File: config.mk
export PLATFORM = sky130hd
export DESIGN_NAME = unidade_acesso_memoria
export DESIGN_NICKNAME = d
export VERILOG_FILES = /design/src/rtl/unidade_acesso_memoria_pkg.sv /design/src/rtl/unidade_acesso_memoria_alinhador_dados.sv /design/src/rtl/unidade_acesso_memoria.sv
export SDC_FILE = /design/constraint.sdc
export NUM_CORES = 1
export LEC_CHECK = 0
export CORE_MARGIN = 4
export CORE_UTILIZATION = 37
export DETAILED_ROUTE_END_ITERATION = 8
export GPL_ROUTABILITY_DRIVEN = 0
export GPL_TIMING_DRIVEN = 0
export PLACE_DENSITY = 0.66
export SYNTH_ARGS = -nofsm -noshare
export SYNTH_HDL_FRONTEND = slang
export SYNTH_HIERARCHICAL = 1
export SYNTH_SLANG_ARGS = --single-unit
File: constraint.sdc
create_clock -name Clock -period 2.2 [get_ports Clock]
set_clock_uncertainty 0.2 [all_clocks]
set_input_delay 0.66 -clock Clock [delete_from_list [all_inputs] [get_ports Clock]]
set_output_delay 0.66 -clock Clock [all_outputs]
set_load 0.005 [all_outputs]
File: src/rtl/unidade_acesso_memoria_pkg.sv
`default_nettype none
// ============================================================================
//  Module      : unidade_acesso_memoria_pkg
//  Description : Shared types for the memory access unit: operation codes,
//                FSM state encodings and the alignment rule constants.
//  Revision    : 1.0 - initial release
// ============================================================================
package unidade_acesso_memoria_pkg;

    // Load/store operation codes as presented on the Op input
    typedef enum logic [2:0] {
        OP_LB  = 3'b000,
        OP_LH  = 3'b001,
        OP_LW  = 3'b010,
        OP_LBU = 3'b011,
        OP_LHU = 3'b100,
        OP_SB  = 3'b101,
        OP_SH  = 3'b110,
        OP_SW  = 3'b111
    } op_e;

    // Access sequencer states
    typedef enum logic [2:0] {
        OCIOSO      = 3'd0,
        LEITURA     = 3'd1,
        ESCRITA     = 3'd2,
        RMW_LE      = 3'd3,
        RMW_ESCREVE = 3'd4,
        CONCLUI     = 3'd5
    } estado_e;

    // Address low bits that must be zero for word and halfword accesses
    localparam logic [1:0] c_mascara_palavra = 2'b11;
    localparam logic [1:0] c_mascara_meia    = 2'b01;

    // True when the access size does not fit the low address bits
    function automatic logic desalinhado(input op_e op, input logic [1:0] lsb);
        logic res;
        res = 1'b0;
        case (op)
            OP_LW, OP_SW:         res = ((lsb & c_mascara_palavra) != 2'b00);
            OP_LH, OP_LHU, OP_SH: res = ((lsb & c_mascara_meia) != 2'b00);
            default:              res = 1'b0;
        endcase
        return res;
    endfunction

    // True for the five load operations
    function automatic logic eh_carga(input op_e op);
        return (op == OP_LB) || (op == OP_LH) || (op == OP_LW) ||
               (op == OP_LBU) || (op == OP_LHU);
    endfunction

endpackage
`default_nettype wire

File: src/rtl/unidade_acesso_memoria_alinhador_dados.sv
`default_nettype none
// ============================================================================
//  Module      : alinhador_dados
//  Description : Combinational lane logic: extracts and extends a load lane
//                from a memory word, and merges a byte/half store into a word.
//  Revision    : 1.0 - initial release
// ============================================================================
module alinhador_dados
    import unidade_acesso_memoria_pkg::*;
(
    input  logic [2:0]  i_op,
    input  logic [1:0]  i_lsb,
    input  logic [31:0] i_palavra_lida,
    input  logic [31:0] i_dados_escrita,
    input  logic [31:0] i_palavra_merge,
    output logic [31:0] o_dados_carga,
    output logic [31:0] o_palavra_merge
);

    op_e         w_op;
    logic [4:0]  w_desloc_byte;
    logic [4:0]  w_desloc_meia;
    logic [31:0] w_palavra_desloc_b;
    logic [31:0] w_palavra_desloc_h;
    logic [7:0]  w_byte;
    logic [15:0] w_meia;
    logic [31:0] w_mascara_byte;
    logic [31:0] w_mascara_meia;

    assign w_op = op_e'(i_op);

    // Little-endian lane positions: byte k at 8k, half h at 16h
    always_comb begin
        w_desloc_byte      = {i_lsb, 3'b000};
        w_desloc_meia      = {i_lsb[1], 4'b0000};
        w_palavra_desloc_b = i_palavra_lida >> w_desloc_byte;
        w_palavra_desloc_h = i_palavra_lida >> w_desloc_meia;
        w_byte             = w_palavra_desloc_b[7:0];
        w_meia             = w_palavra_desloc_h[15:0];
        w_mascara_byte     = 32'h0000_00FF << w_desloc_byte;
        w_mascara_meia     = 32'h0000_FFFF << w_desloc_meia;
    end

    // Load result: sign- or zero-extend the selected lane
    always_comb begin
        o_dados_carga = i_palavra_lida;
        case (w_op)
            OP_LB:   o_dados_carga = {{24{w_byte[7]}}, w_byte};
            OP_LBU:  o_dados_carga = {24'h000000, w_byte};
            OP_LH:   o_dados_carga = {{16{w_meia[15]}}, w_meia};
            OP_LHU:  o_dados_carga = {16'h0000, w_meia};
            default: o_dados_carga = i_palavra_lida;
        endcase
    end

    // Store merge: replace only the target lane of the previously read word
    always_comb begin
        o_palavra_merge = i_palavra_merge;
        case (w_op)
            OP_SB:   o_palavra_merge = (i_palavra_merge & ~w_mascara_byte) |
                                       ({24'h000000, i_dados_escrita[7:0]} << w_desloc_byte);
            OP_SH:   o_palavra_merge = (i_palavra_merge & ~w_mascara_meia) |
                                       ({16'h0000, i_dados_escrita[15:0]} << w_desloc_meia);
            default: o_palavra_merge = i_palavra_merge;
        endcase
    end

endmodule
`default_nettype wire

File: src/rtl/unidade_acesso_memoria.sv
`default_nettype none
// ============================================================================
//  Module      : unidade_acesso_memoria
//  Description : Load/store sequencer between the ALU and a word-wide data
//                memory; handles sub-word loads and read-modify-write stores.
//  Revision    : 1.0 - initial release
// ============================================================================
module unidade_acesso_memoria
    import unidade_acesso_memoria_pkg::*;
(
    input  logic        Clock,
    input  logic        Reset,
    input  logic        Req,
    input  logic [2:0]  Op,
    input  logic [31:0] Endereco,
    input  logic [31:0] DadosEscrita,
    output logic [31:0] DadosLidos,
    output logic        Pronto,
    output logic        Ocupado,
    output logic        ErroAlinhamento,
    output logic [31:0] MemEndereco,
    output logic [31:0] MemDadosEscrita,
    output logic        MemWrite,
    output logic        MemRead,
    input  logic [31:0] MemDadosLidos
);

    estado_e     r_estado;
    estado_e     w_proximo;
    op_e         r_op;
    logic [31:0] r_endereco;
    logic [31:0] r_dados;
    logic [31:0] r_merge;
    logic        r_erro;
    logic [31:0] r_dados_lidos;

    op_e         w_op_entrada;
    logic        w_end_ativo;
    logic [31:0] w_dados_carga;
    logic [31:0] w_palavra_merge;

    assign w_op_entrada = op_e'(Op);

    alinhador_dados u_alinhador (
        .i_op            (r_op),
        .i_lsb           (r_endereco[1:0]),
        .i_palavra_lida  (MemDadosLidos),
        .i_dados_escrita (r_dados),
        .i_palavra_merge (r_merge),
        .o_dados_carga   (w_dados_carga),
        .o_palavra_merge (w_palavra_merge)
    );

    // State register; reset aborts any access immediately
    always_ff @(posedge Clock or negedge Reset) begin
        if (!Reset) r_estado <= OCIOSO;
        else        r_estado <= w_proximo;
    end

    // Request latch, load result and RMW merge word; memory data is only
    // sampled in the states that drive MemRead
    always_ff @(posedge Clock or negedge Reset) begin
        if (!Reset) begin
            r_op          <= OP_LB;
            r_endereco    <= 32'h0;
            r_dados       <= 32'h0;
            r_merge       <= 32'h0;
            r_erro        <= 1'b0;
            r_dados_lidos <= 32'h0;
        end else begin
            case (r_estado)
                OCIOSO: begin
                    if (Req) begin
                        r_op       <= w_op_entrada;
                        r_endereco <= Endereco;
                        r_dados    <= DadosEscrita;
                        r_erro     <= desalinhado(w_op_entrada, Endereco[1:0]);
                    end
                end
                LEITURA: r_dados_lidos <= w_dados_carga;
                RMW_LE:  r_merge       <= MemDadosLidos;
                default: ;
            endcase
        end
    end

    // Next state and Moore outputs of the memory interface
    always_comb begin
        w_proximo       = r_estado;
        MemRead         = 1'b0;
        MemWrite        = 1'b0;
        MemDadosEscrita = 32'h0;
        w_end_ativo     = 1'b0;
        Pronto          = 1'b0;
        case (r_estado)
            OCIOSO: begin
                if (Req) begin
                    if (desalinhado(w_op_entrada, Endereco[1:0])) w_proximo = CONCLUI;
                    else if (eh_carga(w_op_entrada))              w_proximo = LEITURA;
                    else if (w_op_entrada == OP_SW)               w_proximo = ESCRITA;
                    else                                          w_proximo = RMW_LE;
                end
            end
            LEITURA: begin
                MemRead     = 1'b1;
                w_end_ativo = 1'b1;
                w_proximo   = CONCLUI;
            end
            ESCRITA: begin
                MemWrite        = 1'b1;
                MemDadosEscrita = r_dados;
                w_end_ativo     = 1'b1;
                w_proximo       = CONCLUI;
            end
            RMW_LE: begin
                MemRead     = 1'b1;
                w_end_ativo = 1'b1;
                w_proximo   = RMW_ESCREVE;
            end
            RMW_ESCREVE: begin
                MemWrite        = 1'b1;
                MemDadosEscrita = w_palavra_merge;
                w_end_ativo     = 1'b1;
                w_proximo       = CONCLUI;
            end
            CONCLUI: begin
                Pronto    = 1'b1;
                w_proximo = OCIOSO;
            end
            default: w_proximo = OCIOSO;
        endcase
    end

    assign MemEndereco     = w_end_ativo ? {r_endereco[31:2], 2'b00} : 32'h0;
    assign Ocupado         = (r_estado != OCIOSO);
    assign ErroAlinhamento = Pronto & r_erro;
    assign DadosLidos      = r_dados_lidos;

endmodule
`default_nettype wire
Word level (Yosys, flattened, before mapping)
Index checks and enable logic that the tools add are counted.
Word-level totals
  bits in registers: 135
  bits of input ports: 102
  output and inout bits: 101
  logic and storage cells: 69
Cells by class
  equal/unequal tests: 17
  shifts and indexed selects: 6
  mux-type cells: 16
  bitwise logic cells: 7
  reductions and logical operators: 16
Operator list (count)
  $pmux W32 S2: 2
  $pmux W32 S4: 1
  $and A32 B32 Y32: 2
  $not A32 Y32: 2
  $or A32 B32 Y32: 2
  $mux W32: 1
  $shl A16 B5 Y32: 1
  $shl A16 B5 Y32 const A: 1
  $shl A8 B5 Y32: 1
  $shl A8 B5 Y32 const A: 1
  $shr A32 B5 Y16: 1
  $shr A32 B5 Y8: 1
  $eq A3 B3 Y1 const B: 8
  $eq A3 B2 Y1 const B: 5
  $eq A3 B1 Y1 const B: 3
  $logic_not A3 Y1: 3
  $pmux W3 S3: 1
  $mux W1: 7
  $mux W3: 2
  $reduce_or A2 Y1: 3
  $reduce_or A3 Y1: 2
  $logic_or A1 B1 Y1: 4
  $reduce_or A4 Y1: 1
  $reduce_bool A3 Y1: 1
  6 further kinds: 6

Logic depth before layout (Yosys ltp)
  depth after elaboration: 9
  depth in mapped cells: 8
  depth with buffers taken out: 5

Modules after synthesis
Netlist, hierarchy kept.
By module, submodules not included
  unidade_acesso_memoria: times used 1, cells each 385, area each 5720.5 um^2
  alinhador_dados: times used 1, cells each 331, area each 2119.5 um^2

Worst setup path before layout
Ideal clock, no wire load.
  kind: reg2out
  start point: reg r_op[1]
  end point: out MemDadosEscrita[0]
  data arrival time: 1542 ps
  data required time: 1340 ps
  path slack: -202 ps
  stages on the path, launching flop included: 7
  buffers on the path: 1
  cell sequence: dfrtp_1 -> buf_2 -> nand2b_1 -> o21ai_1 -> nand2_1 -> mux2_2 -> a22o_1
On the way
  longest elaborated chain between the ends: 3
  elaborated cells between the ends (all ways): 4
  classes of those cells: eq/ne: 2; mux: 2
RTL lines
  start: declaration: RTL line unidade_acesso_memoria.sv:30  | op_e r_op;
  start signal: assignment: RTL line unidade_acesso_memoria.sv:74  | r_op <= w_op_entrada;
  $eq A3 B3 Y1: RTL line unidade_acesso_memoria_alinhador_dados.sv:59  | case (w_op)
  $pmux W32 S2 *: RTL line unidade_acesso_memoria_alinhador_dados.sv:59
  named net w_palavra_merge[0]: RTL line unidade_acesso_memoria.sv:40  | logic [31:0] w_palavra_merge;
  $pmux W32 S2 *: RTL line unidade_acesso_memoria.sv:95  | case (r_estado)
  end: declaration: RTL line unidade_acesso_memoria.sv:22  | output logic [31:0] MemDadosEscrita,
The timed path passes the listed nets; every way through them passes the cells marked *.

Final worst setup path
  start point: reg r_op[1]
  end point: out MemDadosEscrita[20]
Same word-level chain as after synthesis.

==> run_summary.xml <==
<?xml version="1.0" encoding="UTF-8"?>
<metrics>
  <group name="global_route">
    <metric name="vias_in_the_first_global_route" unit="">7487</metric>
    <metric name="number_of_antenna_violations_at_the_first_check_in_global_routing" unit="">0</metric>
    <metric name="grt_max_degree" unit="">79</metric>
    <metric name="grt_remaining_overflow" unit="">0</metric>
    <metric name="grt_util_all_layers" unit="%">23.2</metric>
    <metric name="grt_pass1_wl" unit="um">43100</metric>
  </group>
  <group name="setup_path">
    <metric name="critical_path.startpoint_type" unit="">register</metric>
    <metric name="worst_ep_arrival" unit="ns">2.28</metric>
    <metric name="timing.setup.critical_path_class" unit="">reg -&gt; out</metric>
    <metric name="endpoint_kind_of_the_worst_setup_timing_path" unit="">output port</metric>
    <metric name="cp_max_fo" unit="">7</metric>
    <metric name="critical_path_required" unit="ns">1.34</metric>
  </group>
  <group name="route">
    <metric name="vias" unit="">7311</metric>
    <metric name="post_drt_via_cell_ratio" unit="">5.58</metric>
    <metric name="drt-initial-drc-count" unit="">694</metric>
    <metric name="detail-route-antenna-nets" unit="">0</metric>
    <metric name="drt-wirelength-per-cell" unit="um">21.9</metric>
    <metric name="routed_wirelength" unit="um">28600</metric>
    <metric name="first_pass_iters" unit="">6</metric>
    <metric name="detail_route.drc_violations" unit="">0</metric>
  </group>
  <group name="synthesis">
    <metric name="count_of_unique_library_cells_instantiated_by_yosys" unit="">47</metric>
    <metric name="syn-instance-count" unit="">716</metric>
    <metric name="number_of_enable_type_register_cells_in_the_synthesized_netlist" unit="">0</metric>
    <metric name="synth-compound-area-share" unit="%">14.3</metric>
    <metric name="main_combinational_cell_family_by_area_after_synthesis" unit="">multiplexers</metric>
    <metric name="ys_async_sr_fraction" unit="%">100</metric>
    <metric name="post_synth_instance_area" unit="um2">7840</metric>
    <metric name="yosysWarningCount" unit="">6</metric>
    <metric name="synth_sequential_area_ratio" unit="%">43.1</metric>
    <metric name="synth_xor_xnor_area_share" unit="%">0.112</metric>
    <metric name="synth-adder-area-share" unit="%">0.128</metric>
    <metric name="synthSimpleGateAreaFrac" unit="%">13.2</metric>
    <metric name="postSynthAreaPerCell" unit="um2">10.9</metric>
    <metric name="synth-main-ff-cell" unit="">sky130_fd_sc_hd__dfrtp_1</metric>
    <metric name="ys_ff_latch" unit="">135</metric>
    <metric name="synthMuxAreaShare" unit="%">23.8</metric>
  </group>
  <group name="floorplanning">
    <metric name="design.portCount" unit="">203</metric>
    <metric name="die-height" unit="um">154</metric>
    <metric name="chipWidth" unit="um">154</metric>
    <metric name="die_area" unit="um2">23600</metric>
    <metric name="design.core.area" unit="um2">20600</metric>
    <metric name="core.rowCount" unit="">52</metric>
    <metric name="start_util" unit="%">38.1</metric>
  </group>
  <group name="timing">
    <metric name="setup_viol" unit="">65</metric>
    <metric name="finalHoldViolCount" unit="">0</metric>
    <metric name="fmax" unit="MHz">318</metric>
    <metric name="tightestPinTransition" unit="ns">0.731</metric>
    <metric name="whs" unit="ns">0.0816</metric>
    <metric name="postLayoutSetupSlackWorst" unit="ns">-0.943</metric>
    <metric name="period_minus_slack" unit="ns">3.14</metric>
    <metric name="final.period_utilization" unit="%">143</metric>
    <metric name="count_of_final_max_slew_check_failures" unit="">0</metric>
    <metric name="slew_headroom" unit="%">51.2</metric>
    <metric name="grt_setup_unrepaired" unit="">true</metric>
  </group>
  <group name="status">
    <metric name="failed_checks" unit="">negative setup slack</metric>
    <metric name="status" unit="">complete, but fails checks</metric>
  </group>
  <group name="finish">
    <metric name="layout.nets" unit="">1129</metric>
    <metric name="utilization" unit="%">61.3</metric>
    <metric name="num_antenna_cells" unit="">0</metric>
    <metric name="syn_to_final_growth" unit="%">60.9</metric>
    <metric name="most-common-layout-cells" unit="">sky130_fd_sc_hd__dfrtp_1, sky130_fd_sc_hd__mux2_2, sky130_fd_sc_hd__clkdlybuf4s50_1</metric>
    <metric name="drive_gt1_share" unit="%">48.8</metric>
    <metric name="mostFrequentLayoutCell" unit="">sky130_fd_sc_hd__dfrtp_1</metric>
  </group>
  <group name="worst_hold_path">
    <metric name="worst_hold_path_type" unit="">in -&gt; async</metric>
  </group>
  <group name="run">
    <metric name="max-cap-violations" unit="">0</metric>
  </group>
  <group name="placed_design">
    <metric name="dpl.hpwl" unit="um">19200</metric>
    <metric name="port-buffer-count" unit="">200</metric>
    <metric name="dpl_worst_slack" unit="ns">-1.06</metric>
  </group>
  <group name="cts">
    <metric name="worstSkewPairLatency" unit="ns">0.42</metric>
    <metric name="htree_levels" unit="">4</metric>
    <metric name="clk_pin_slew" unit="ns">0.06</metric>
    <metric name="cts_tree" unit="">built</metric>
    <metric name="cts_root_buf" unit="">sky130_fd_sc_hd__clkbuf_16</metric>
    <metric name="max-clock-path-buffers" unit="">2</metric>
    <metric name="postCtsHoldBufs" unit="">0</metric>
    <metric name="cts-buffers-inserted" unit="">17</metric>
    <metric name="cts.sinks" unit="">135</metric>
  </group>
  <group name="power_and_ir_drop">
    <metric name="static-leakage-power" unit="uW">0.00567</metric>
    <metric name="p_per_area" unit="nW/um2">1580</metric>
    <metric name="vdd_drop_max" unit="V">0.000796</metric>
    <metric name="post-layout-total-power" unit="uW">20000</metric>
  </group>
</metrics>
-- final timing paths --
check / from / endpoint / slack [ns] / cells after the start
worst max-delay path: r_op[1] / MemDadosEscrita[20] / -0.94 / 8
worst min-delay path: Reset / r_dados[4] / 0.08 / 1
worst max register to register: r_endereco[1] / DadosLidos[24] / 0.02 / 8
worst min register to register: DadosLidos[0] / DadosLidos[0] / 0.30 / 1
max in group asynchronous: Reset / r_endereco[0] / 0.95 / 2
min in group Clock: DadosLidos[0] / DadosLidos[0] / 0.30 / 1
-- power by group --
part	internal (uW)	switching, uW	leakage, uW
Sequential	3750	864	0.00161
Clock	1760	1210	0.000297
Combinational	7170	5190	0.00376
-- worst max-delay path, cell delays in order (launching register included) --
cell and delay (ns):
sky130_fd_sc_hd__dfrtp_1 0.39, sky130_fd_sc_hd__buf_6 0.14, sky130_fd_sc_hd__nand2b_4 0.15, sky130_fd_sc_hd__o21ai_4 0.18
sky130_fd_sc_hd__nand3_4 0.20, sky130_fd_sc_hd__buf_6 0.18, sky130_fd_sc_hd__mux2_2 0.30, sky130_fd_sc_hd__a22o_1 0.20
sky130_fd_sc_hd__buf_6 0.13
-- sequential cells by signal, indices dropped and copies added, names as in the netlist --
| signal | flops |
|---|---|
| DadosLidos | 32 |
| r_dados | 32 |
| r_endereco | 32 |
| r_erro | 1 |
| r_estado | 3 |
| r_merge | 32 |
| r_op | 3 |
-- metrics by stage --
stage / instances / cell area (um2) / setup TNS [ns]
floorplan: 717 / 7940 / -2.28
global placement: 1187 / 10300 / -831.09
detailed placement: 1188 / 10300 / -101.23
CTS: 1302 / 12000 / -43.71
global route: 1310 / 12600 / -47.87
finish: 1310 / 12600 / -42.13
-- cells in the mapped netlist (2+ instances only) --
| library cell | n | area (um2) |
|---|---|---|
| sky130_fd_sc_hd__a221oi_1 | 7 | 61.3 |
| sky130_fd_sc_hd__a22oi_1 | 16 | 120 |
| sky130_fd_sc_hd__inv_1 | 10 | 37.5 |
| sky130_fd_sc_hd__dfrtp_1 | 135 | 3380 |
| sky130_fd_sc_hd__nor4bb_1 | 7 | 70.1 |
| sky130_fd_sc_hd__nand2_1 | 54 | 203 |
| sky130_fd_sc_hd__o221ai_1 | 7 | 61.3 |
| sky130_fd_sc_hd__nor2_1 | 18 | 67.6 |
| sky130_fd_sc_hd__nand3_1 | 25 | 125 |
| sky130_fd_sc_hd__nor3_1 | 2 | 10.0 |
| sky130_fd_sc_hd__nand2b_1 | 19 | 119 |
| sky130_fd_sc_hd__a22o_1 | 41 | 359 |
| sky130_fd_sc_hd__mux2_2 | 147 | 1660 |
| sky130_fd_sc_hd__a32o_1 | 6 | 60.1 |
| sky130_fd_sc_hd__o21a_1 | 9 | 67.6 |
| sky130_fd_sc_hd__nand3b_1 | 8 | 60.1 |
| sky130_fd_sc_hd__clkbuf_1 | 22 | 82.6 |
| sky130_fd_sc_hd__buf_4 | 7 | 52.6 |
| sky130_fd_sc_hd__buf_6 | 10 | 113 |
| sky130_fd_sc_hd__o2bb2ai_1 | 15 | 131 |
| sky130_fd_sc_hd__a31oi_1 | 7 | 43.8 |
| sky130_fd_sc_hd__nor2b_1 | 6 | 37.5 |
| sky130_fd_sc_hd__a21oi_1 | 17 | 85.1 |
| sky130_fd_sc_hd__buf_2 | 25 | 125 |
| sky130_fd_sc_hd__o21ai_0 | 15 | 75.1 |
| sky130_fd_sc_hd__nor3b_1 | 2 | 15.0 |
| sky130_fd_sc_hd__mux2i_1 | 16 | 160 |
| sky130_fd_sc_hd__o21ai_1 | 6 | 30.0 |
| sky130_fd_sc_hd__and2_1 | 39 | 244 |
-- cell families (layout without fill, tap and decap cells) --
group | count (synthesis) | in the layout
multiplexers | 166 | 166
AO/OA/AOI/OAI | 149 | 149
flip-flops | 135 | 135
AND/OR/NAND/NOR | 188 | 188
other | 1 | 2
XOR/XNOR | 1 | 1
buffers and inverters | 75 | 398
adder cells (fa/ha/maj) | 1 | 1
-- cell type report --
cell class / instances / area [um2]
fillers: 1661 / 7950
repair buffers: 297 / 2960
plain buffers: 59 / 563
well taps: 270 / 338
clock inverters: 13 / 158
inverters: 10 / 37.5
clock buffers: 19 / 453
multi-input cells: 507 / 4730
flip-flops and latches: 135 / 3380
-- routing by layer --
| layer | vias up | wire, um | GRT usage [%] |
|---|---|---|---|
| li1 | 3249 | - | - |
| met1 | 3566 | 10900 | 28.5 |
| met2 | 426 | 13700 | 37.9 |
| met3 | 70 | 3240 | 8.29 |
| met4 | 0 | 856 | 8.12 |
| met5 | - | 0 | 0 |
-- timing repair --
| action | CTS | global route |
|---|---|---|
| gates cloned | 4 | 1 |
| resized for setup | 428 | 153 |
| endpoints found under the setup margin | 166 | 97 |
| setup buffers | 79 | 23 |
| pin swaps | 72 | 47 |
No activity file was read; power rests on OpenSTA's default activity.
